[config.mk]
export PLATFORM = sky130hd
export DESIGN_NAME = clk_divider_n
export DESIGN_NICKNAME = d
export VERILOG_FILES = /design/src/rtl/clk_divider_n.sv
export SDC_FILE = /design/constraint.sdc
export NUM_CORES = 1
export LEC_CHECK = 0
export CAP_MARGIN = 10
export CORE_AREA = 5 5 80 82
export CTS_BUF_LIST = sky130_fd_sc_hd__clkbuf_8
export CTS_CLUSTER_DIAMETER = 100
export DETAILED_ROUTE_END_ITERATION = 6
export DIE_AREA = 0 0 85 87
export PLACE_DENSITY = 0.67
export SLEW_MARGIN = 10
export SYNTH_ARGS = -nofsm -noshare
export SYNTH_HDL_FRONTEND = slang
export SYNTH_SLANG_ARGS = --single-unit
export TNS_END_PERCENT = 30
[constraint.sdc]
create_clock -name clk -period 8.9 [get_ports clk]
set_input_delay 0.89 -clock clk [delete_from_list [all_inputs] [get_ports clk]]
set_output_delay 0.89 -clock clk [all_outputs]
set_load 0.02 [all_outputs]
[src/rtl/clk_divider_n.sv]
// clk_divider_n: programmable divide-by-N clock-enable generator with glitch-free divisor reload
//   clk, rst_n       : system clock, async active-low reset
//   en               : count enable (phase held when low)
//   load_valid/div   : offered divisor, accepted while load_ready; 0 is rejected with load_err
//   out_d, tick      : registered divided waveform and period-wrap pulse
//   div_active       : divisor in effect; period_count: completed periods mod 2^16
module clk_divider_n #(
  parameter int WIDTH       = 8,
  parameter int DEFAULT_DIV = 2
) (
  input  logic             clk,
  input  logic             rst_n,
  input  logic             en,
  input  logic             load_valid,
  input  logic [WIDTH-1:0] load_div,
  output logic             load_ready,
  output logic             load_err,
  output logic             out_d,
  output logic             tick,
  output logic [WIDTH-1:0] div_active,
  output logic [15:0]      period_count
);
  localparam logic [WIDTH-1:0] DEF = WIDTH'(DEFAULT_DIV);
  logic [WIDTH-1:0] cnt_q, cnt_d, cnt_n, div_q, div_d, pdiv_q, pdiv_d;
  logic [15:0] pc_q, pc_d;
  logic pend_q, pend_d, wave_q, wave_d, tick_q, tick_d, err_q, err_d;
  logic last, apply, offer, take;
  always_comb begin
    last   = cnt_q == div_q - WIDTH'(1);
    cnt_n  = last ? '0 : cnt_q + WIDTH'(1);
    offer  = load_valid && !pend_q;
    take   = offer && load_div != '0;
    // a pending divisor lands on a wrap, or immediately while the phase is frozen
    apply  = pend_q && (!en || last);
    cnt_d  = apply ? '0 : en ? cnt_n : cnt_q;
    div_d  = apply ? pdiv_q : div_q;
    wave_d = apply ? pdiv_q == WIDTH'(1) : en ? cnt_n >= (div_q >> 1) : wave_q;
    tick_d = en && last;
    pc_d   = pc_q + 16'(tick_d);
    pend_d = apply ? 1'b0 : take ? 1'b1 : pend_q;
    pdiv_d = take ? load_div : pdiv_q;
    err_d  = offer && load_div == '0;
  end
  always_ff @(posedge clk or negedge rst_n) begin
    if (!rst_n) begin
      cnt_q  <= '0;
      div_q  <= DEF;
      pdiv_q <= DEF;
      pc_q   <= '0;
      pend_q <= 1'b0;
      wave_q <= 1'b0;
      tick_q <= 1'b0;
      err_q  <= 1'b0;
    end else begin
      cnt_q  <= cnt_d;
      div_q  <= div_d;
      pdiv_q <= pdiv_d;
      pc_q   <= pc_d;
      pend_q <= pend_d;
      wave_q <= wave_d;
      tick_q <= tick_d;
      err_q  <= err_d;
    end
  end
  assign load_ready   = !pend_q;
  assign load_err     = err_q;
  assign out_d        = wave_q;
  assign tick         = tick_q;
  assign div_active   = div_q;
  assign period_count = pc_q;
endmodule
# --- Word level (Yosys, flattened, before mapping) ---
# Index checks and enable logic that the tools add are counted.
totals:
  ff_bits: 44
  output_inout_bits: 28
  word_cells: 33
op_classes:
  addsub: 3
  magnitude_cmp: 1
  n_eq_ne: 2
  n_mux: 7
  n_reduce_logical: 12
ops:
  columns: ["operator", "n"]
  rows:
  - ["2-to-1 mux 8 bit", 3]
  - ["adder 16 x 1 -> 16 bit", 1]
  - ["adder 8 x 1 -> 8 bit (second input constant)", 1]
  - ["equality test 8 x 1 -> 1 bit (second input constant)", 1]
  - ["equality test 8 bit", 1]
  - [">= comparator 8 x 7 -> 1 bit", 1]
  - ["zero test 8 bit", 1]
  - ["nonzero test 8 bit", 1]
  - ["subtractor 8 x 1 -> 8 bit (second input constant)", 1]
  - ["logical AND 1 bit", 5]
  - ["2-to-1 mux 1 bit", 4]
  - ["nonzero test 2 bit", 2]
  - ["zero test 1 bit", 2]
  - ["logical OR 1 bit", 1]

# --- Logic depth before layout (Yosys ltp) ---
logic_depth:
  word_depth: 6
  mapped_depth: 16
  ltp_nobuf: 14

# --- Least setup slack after synthesis ---
# Ideal clock, no wire load.
synth_timing:
  path_type: "register to register"
  startpoint: "reg div_q[1], in the netlist div_active[1]"
  endpoint: "reg wave_q, in the netlist out_d"
  setup_time_ns: 0.124
  arrival_ns: 3.674
  required_ns: 8.776
  path_slack_ns: 5.102
  stages_incl_launch_ff: 17
  path_buffers: 2
  synth_period_minus_slack_ns: 3.798
  cell_sequence: "dfstp_2 -> inv_1 -> ha_1 -> nor4b_2 -> xnor2_1 -> or4_1 -> a2111o_1 -> buf_6 -> clkbuf_1 -> a21boi_0 -> ha_1 -> a21o_1 -> a21o_1 -> a211oi_1 -> o21ai_0 -> a211oi_1 -> nor2_1"
synth_between:
  elab_chain_cells: 6
  word_cells_on_any_way: 9
  classes_between: "add/sub (1); order compare (1); eq/ne (1); mux (3); reduce/logical (3)"
synth_rtl:
  columns: ["item", "line", "rtl"]
  rows:
  - ["start, declared", "24", "logic [WIDTH-1:0] cnt_q, cnt_d, cnt_n, div_q, div_d, pdiv_q, pdiv_d;"]
  - ["start signal, assigned", "56", "div_q <= div_d;"]
  - ["subtractor 8 x 1 -> 8 bit", "29", "last = cnt_q == div_q - WIDTH'(1);"]
  - ["equality test 8 bit", "29", null]
  - ["2-to-1 mux 8 bit", "30", "cnt_n = last ? '0 : cnt_q + WIDTH'(1);"]
  - [">= comparator 8 x 7 -> 1 bit", "37", "wave_d = apply ? pdiv_q == WIDTH'(1) : en ? cnt_n >= (div_q >> 1) : wave_q;"]
  - ["2-to-1 mux 1 bit (2 in series)", "37", null]
  - ["end signal, assigned", "60", "wave_q <= wave_d;"]
  - ["end, declared", "26", "logic pend_q, pend_d, wave_q, wave_d, tick_q, tick_d, err_q, err_d;"]
# Parallel ways exist; a longest one is shown, timed or not. The select of a mux whose other input is x is not followed.
# A chain may end at the register's enable or synchronous reset.

# --- Worst setup path after layout ---
# Same ends and word-level chain as after synthesis.

==> results.md <==
- The number of detailed-routing iterations run before antenna repair is 4.
- The maximum fanout count along the critical path is 18.
- The share of cell area taken by muxes after synthesis is 8.73%.
- On the worst path, the slowest cell contributes a delay of 680 ps.
- Setup total negative slack on the finished layout was measured at 0 ps.
- The tool flagged a number of max-cap violations equal to 0.
- Hold repair after CTS inserted 0 buffers.
- The critical path is of the reg -> reg type.
- The share of synthesized cell area in full adder, half adder and majority cells is 5.71%.
- The CTS sink count is 44.
- The worst setup path is captured at a flop.
- The synthesized netlist contains 43 unique library cells.
- Following the worst setup path forward leads to its endpoint at out_d.
- Counting along the longest clock path gives a buffer depth of 2.
- The half-perimeter wire length after detailed placement is 3640 um.
- The antenna violation net count after detailed routing is 0.
- Static timing analysis puts the maximum clock frequency at 252 MHz.
- The fraction of final layout cells sized beyond drive strength 1 is 11.9%.
- STA puts the critical path data arrival time at 4150 ps.
- Sequential cells were found to cover 45.8% of the synthesized design area.
- The register-to-register path setup slack is 4930 ps.
- The first global-routing pass estimated 8490 um of wire.
- The element type at the critical path start is a flop.
- Before CTS, the worst setup slack after placement is 4940 ps.
- In the final design database the tool counted 282 nets.
- Dividing the detail-routed via count by the number of cells gives 5.19.
- From synthesis to final layout, the design area changed by 21.7%.
- After the first detailed-routing iteration, the DRC count stood at 107.
- Traced cell by cell, the critical path runs through inv_1, ha_1, nor4b_2, xnor2_1, or4_1, a2111o_1, a21boi_0, ha_1, a21o_1, a21o_1, a211oi_1, o21ai_0, a211oi_1, nor2_1.
- The slowest library cell on the worst path is a2111o_1.
- The total overflow left after global routing is 0.
- The final-report max-slew violation count is 0.
- The synthesized netlist devotes 9.56% of its cell area to compound gates.
- The count of yosys warnings during synthesis is 0.
- TritonCTS built the clock tree.
- The H-tree was split into 2 levels.
- The worst hold path belongs to the class reg -> reg.
- The number of synthesized register bits is 44.
- The number of filler instances in the final layout is 540.
- For this run, design rule violations remaining after detail routing come to 0.
- The total clock buffers created by CTS is 5.
- The run finished with clean final reports.
- Summing the areas of all xor and xnor instances in the mapped netlist gives 9.82% of the synthesized area.
- The number of gates given a new drive strength after cts is 0.
- The number of hold violations in the final report is 0.
- Summing all flip-flop and latch instances after layout gives 1100 um2.
- The synthesized-area fraction occupied by and/or/nand/nor cells is 16.1%.
- The die covers 7400 um2.
- Entering global routing, the biggest net connects 45 pins.
- The critical path required time is 9080 ps.
- A synthesized cell averages 10.9 um2.
- The count of mapped cells out of synthesis is 220.
- 0 antenna diodes ended up in the layout.
- The via count of the first global-routing pass came to 1777.
- The clock latency on the worst-skew pair is 300 ps.
- The total power of the final layout is 722 uW.
- The post-route minimum period is 3970 ps.
- The final layout contains routed wiring with a total length of 5150 um.
- Counting both buffers and inverters, the worst setup path holds a total of 1.
- The ratio of final minimum period to clock period is 44.6%.
- The number of cells after detailed placement is 327.
- In this run, synthesis inferred 0 flip-flops with an integrated enable.
- Setup repair after global routing left no endpoint under its margin.
- The width of the die is 85 um.
- The peak supply drop is 0.125 mV.
- The slew at the pin closest to its max-slew limit is 971 ps.
- The initial antenna violation count is 0.
- The fraction of registers with async set/reset is 100%.
- Cells fill 51.6% of the core in the end.
- The floorplan has 28 rows.
- The setup violation total in the final timing report is 0.
- The tree is rooted in a clkbuf_8.
- The last weighted congestion value of the routability-driven placer is 0.808.
- The total routing usage reported by global routing is 14.3%.
- In this run the tightest slew margin relative to its limit is 35.2%.
- The most common flop cell mapped by yosys is dfrtp_1.
- Summing all multi-input logic gate instances after layout gives 1200 um2.
- The net count of the mapped netlist is 243.
- After the flow finishes, the layout carries non-filler instances totaling 335.
- Between clock sinks in the finished design, the worst skew comes to 8.01 ps.
- Across all layers, the routed design uses 1740 vias.
- For this configuration, the core starts out at a cell density of 42.4%.
- The standby leakage power is 1.30 nW.
- The mapped cell area is 2410 um2.
- The startpoint of the worst setup timing path is div_active[1].
- The worst register-to-register path ends at out_d.
- The total setup buffers inserted after CTS is 0.
- The worst register-to-register path begins at div_active[1].
- In this design, the largest share of critical-path delay is due to compound AO/OA/AOI/OAI gates.
- In this run the vertical extent of the chip is 87 um.
- The number of ports placed on the die boundary is 40.
- The number of I/O port buffers is 39.
- By area, the combinational part of the netlist is dominated by simple AND/OR/NAND/NOR gates.
- After clock tree synthesis, the clock-pin slew on the worst setup and hold paths is 90 ps.
- The power density over the cells is 246 nW/um2.
- The critical path crosses 14 cells after its start point.
- The core region is 5680 um2.
- After detailed routing, the average wire length per cell comes to 15.4 um.
- The final worst setup slack is 4930 ps.
- The number of cell instances on the worst register-to-register path is 14.
Yosys cell counts, types with 3 or more instances:
master	n	share of area, %
a211oi_1	3	0.93
a21boi_0	3	0.93
a21o_1	4	1.2
a31oi_1	4	1.0
and2_1	4	1.0
and3_1	7	1.8
clkbuf_1	4	0.62
dfrtp_1	42	44
ha_1	11	5.7
inv_1	15	2.3
mux2_2	8	3.7
mux2_4	8	5.0
nand2_1	10	1.6
nand2b_1	5	1.3
nand3_1	11	2.3
nand3b_1	3	0.93
nand4_1	8	2.1
nor2_1	7	1.1
nor4_1	3	0.78
o21ai_0	3	0.62
o22ai_1	4	1.0
xnor2_1	19	6.9
xor2_1	8	2.9
through the flow:
step | area (um2) | hold WS [ps]
4_1_cts | 2930 | 488
6_report | 2930 | 476
3_5_place_dp | 2850 | 467
5_1_grt | 2930 | 521
3_3_place_gp | 2850 | 473
2_1_floorplan | 2410 | 481
registers in the layout, summed over array words and instances, names as in the netlist:
signal and cells:
load_err 1, pdiv_q 8, cnt_q 8, div_active 8
tick 1, pend_q 1, period_count 16, out_d 1
cells in the final DEF (no fill, tap or decap), drive strengths merged, types with 2 or more instances in the layout:
cell / synthesis / final
a21o: 4 / 4
clkbuf: 4 / 5
o21ai: 3 / 3
ha: 11 / 11
dfstp: 2 / 2
nor3: 3 / 3
nand3b: 3 / 3
or4: 2 / 2
a211oi: 3 / 3
nand2b: 5 / 5
clkdlybuf4s50: 0 / 38
nor2: 7 / 7
dfrtp: 42 / 42
xor2: 8 / 8
nand3: 11 / 11
nor3b: 2 / 2
a31oi: 4 / 4
nand2: 10 / 10
mux2: 16 / 16
nand4: 8 / 8
xnor2: 19 / 19
a21boi: 3 / 3
and2: 4 / 4
o22ai: 4 / 4
a21oi: 3 / 3
inv: 16 / 17
and3: 7 / 7
nor4: 3 / 3
cell families (layout without fill, tap and decap cells):
group           after synthesis  after routing
xor+xnor                     27             27
mux                          16             16
simple gates                 68             68
fa+ha+maj                    11             11
flops                        44             44
buf+inv                      23             63
compound gates               31             31
worst min path at each step:
stage | from | endpoint | slack (ps) | depth (start not counted)
finish | period_count[15] | period_count[15] | 480 | 1
global route | period_count[5] | period_count[5] | 520 | 1
CTS | period_count[15] | period_count[15] | 490 | 1
detailed placement | period_count[15] | period_count[15] | 470 | 1
global placement | period_count[15] | period_count[15] | 470 | 1
floorplan | pend_q | load_err | 480 | 1
worst reg2reg max path: stages (launching register included):
cell	delay, ps
dfstp_2	590
inv_1	50
ha_1	210
nor4b_2	170
xnor2_1	130
or4_1	400
a2111o_1	680
a21boi_0	230
ha_1	300
a21o_1	180
a21o_1	170
a211oi_1	270
o21ai_0	150
a211oi_1	260
nor2_1	70
power breakdown:
group / switching (mW) / internal (mW)
Combinational: 0.133 / 0.153
Clock: 0.0704 / 0.0538
Sequential: 0.0678 / 0.243
Total: 0.271 / 0.450
routing by layer:
metal	share of wire (%)	track usage [%]
met1	48	19.2
met2	44	21.8
met3	6.6	5.20
met4	1.6	4.46
met5	0	0
final cells by class:
cell class / count / area share [%]
timing repair buffer: 39 / 13.2
tap: 75 / 3.20
clock inverter: 3 / 0.555
sequential: 44 / 37.7
clock buffer: 5 / 2.35
inverter: 16 / 2.05
multi-input combinational: 153 / 41.0
Note: power is estimated with default switching activity, not from simulation.
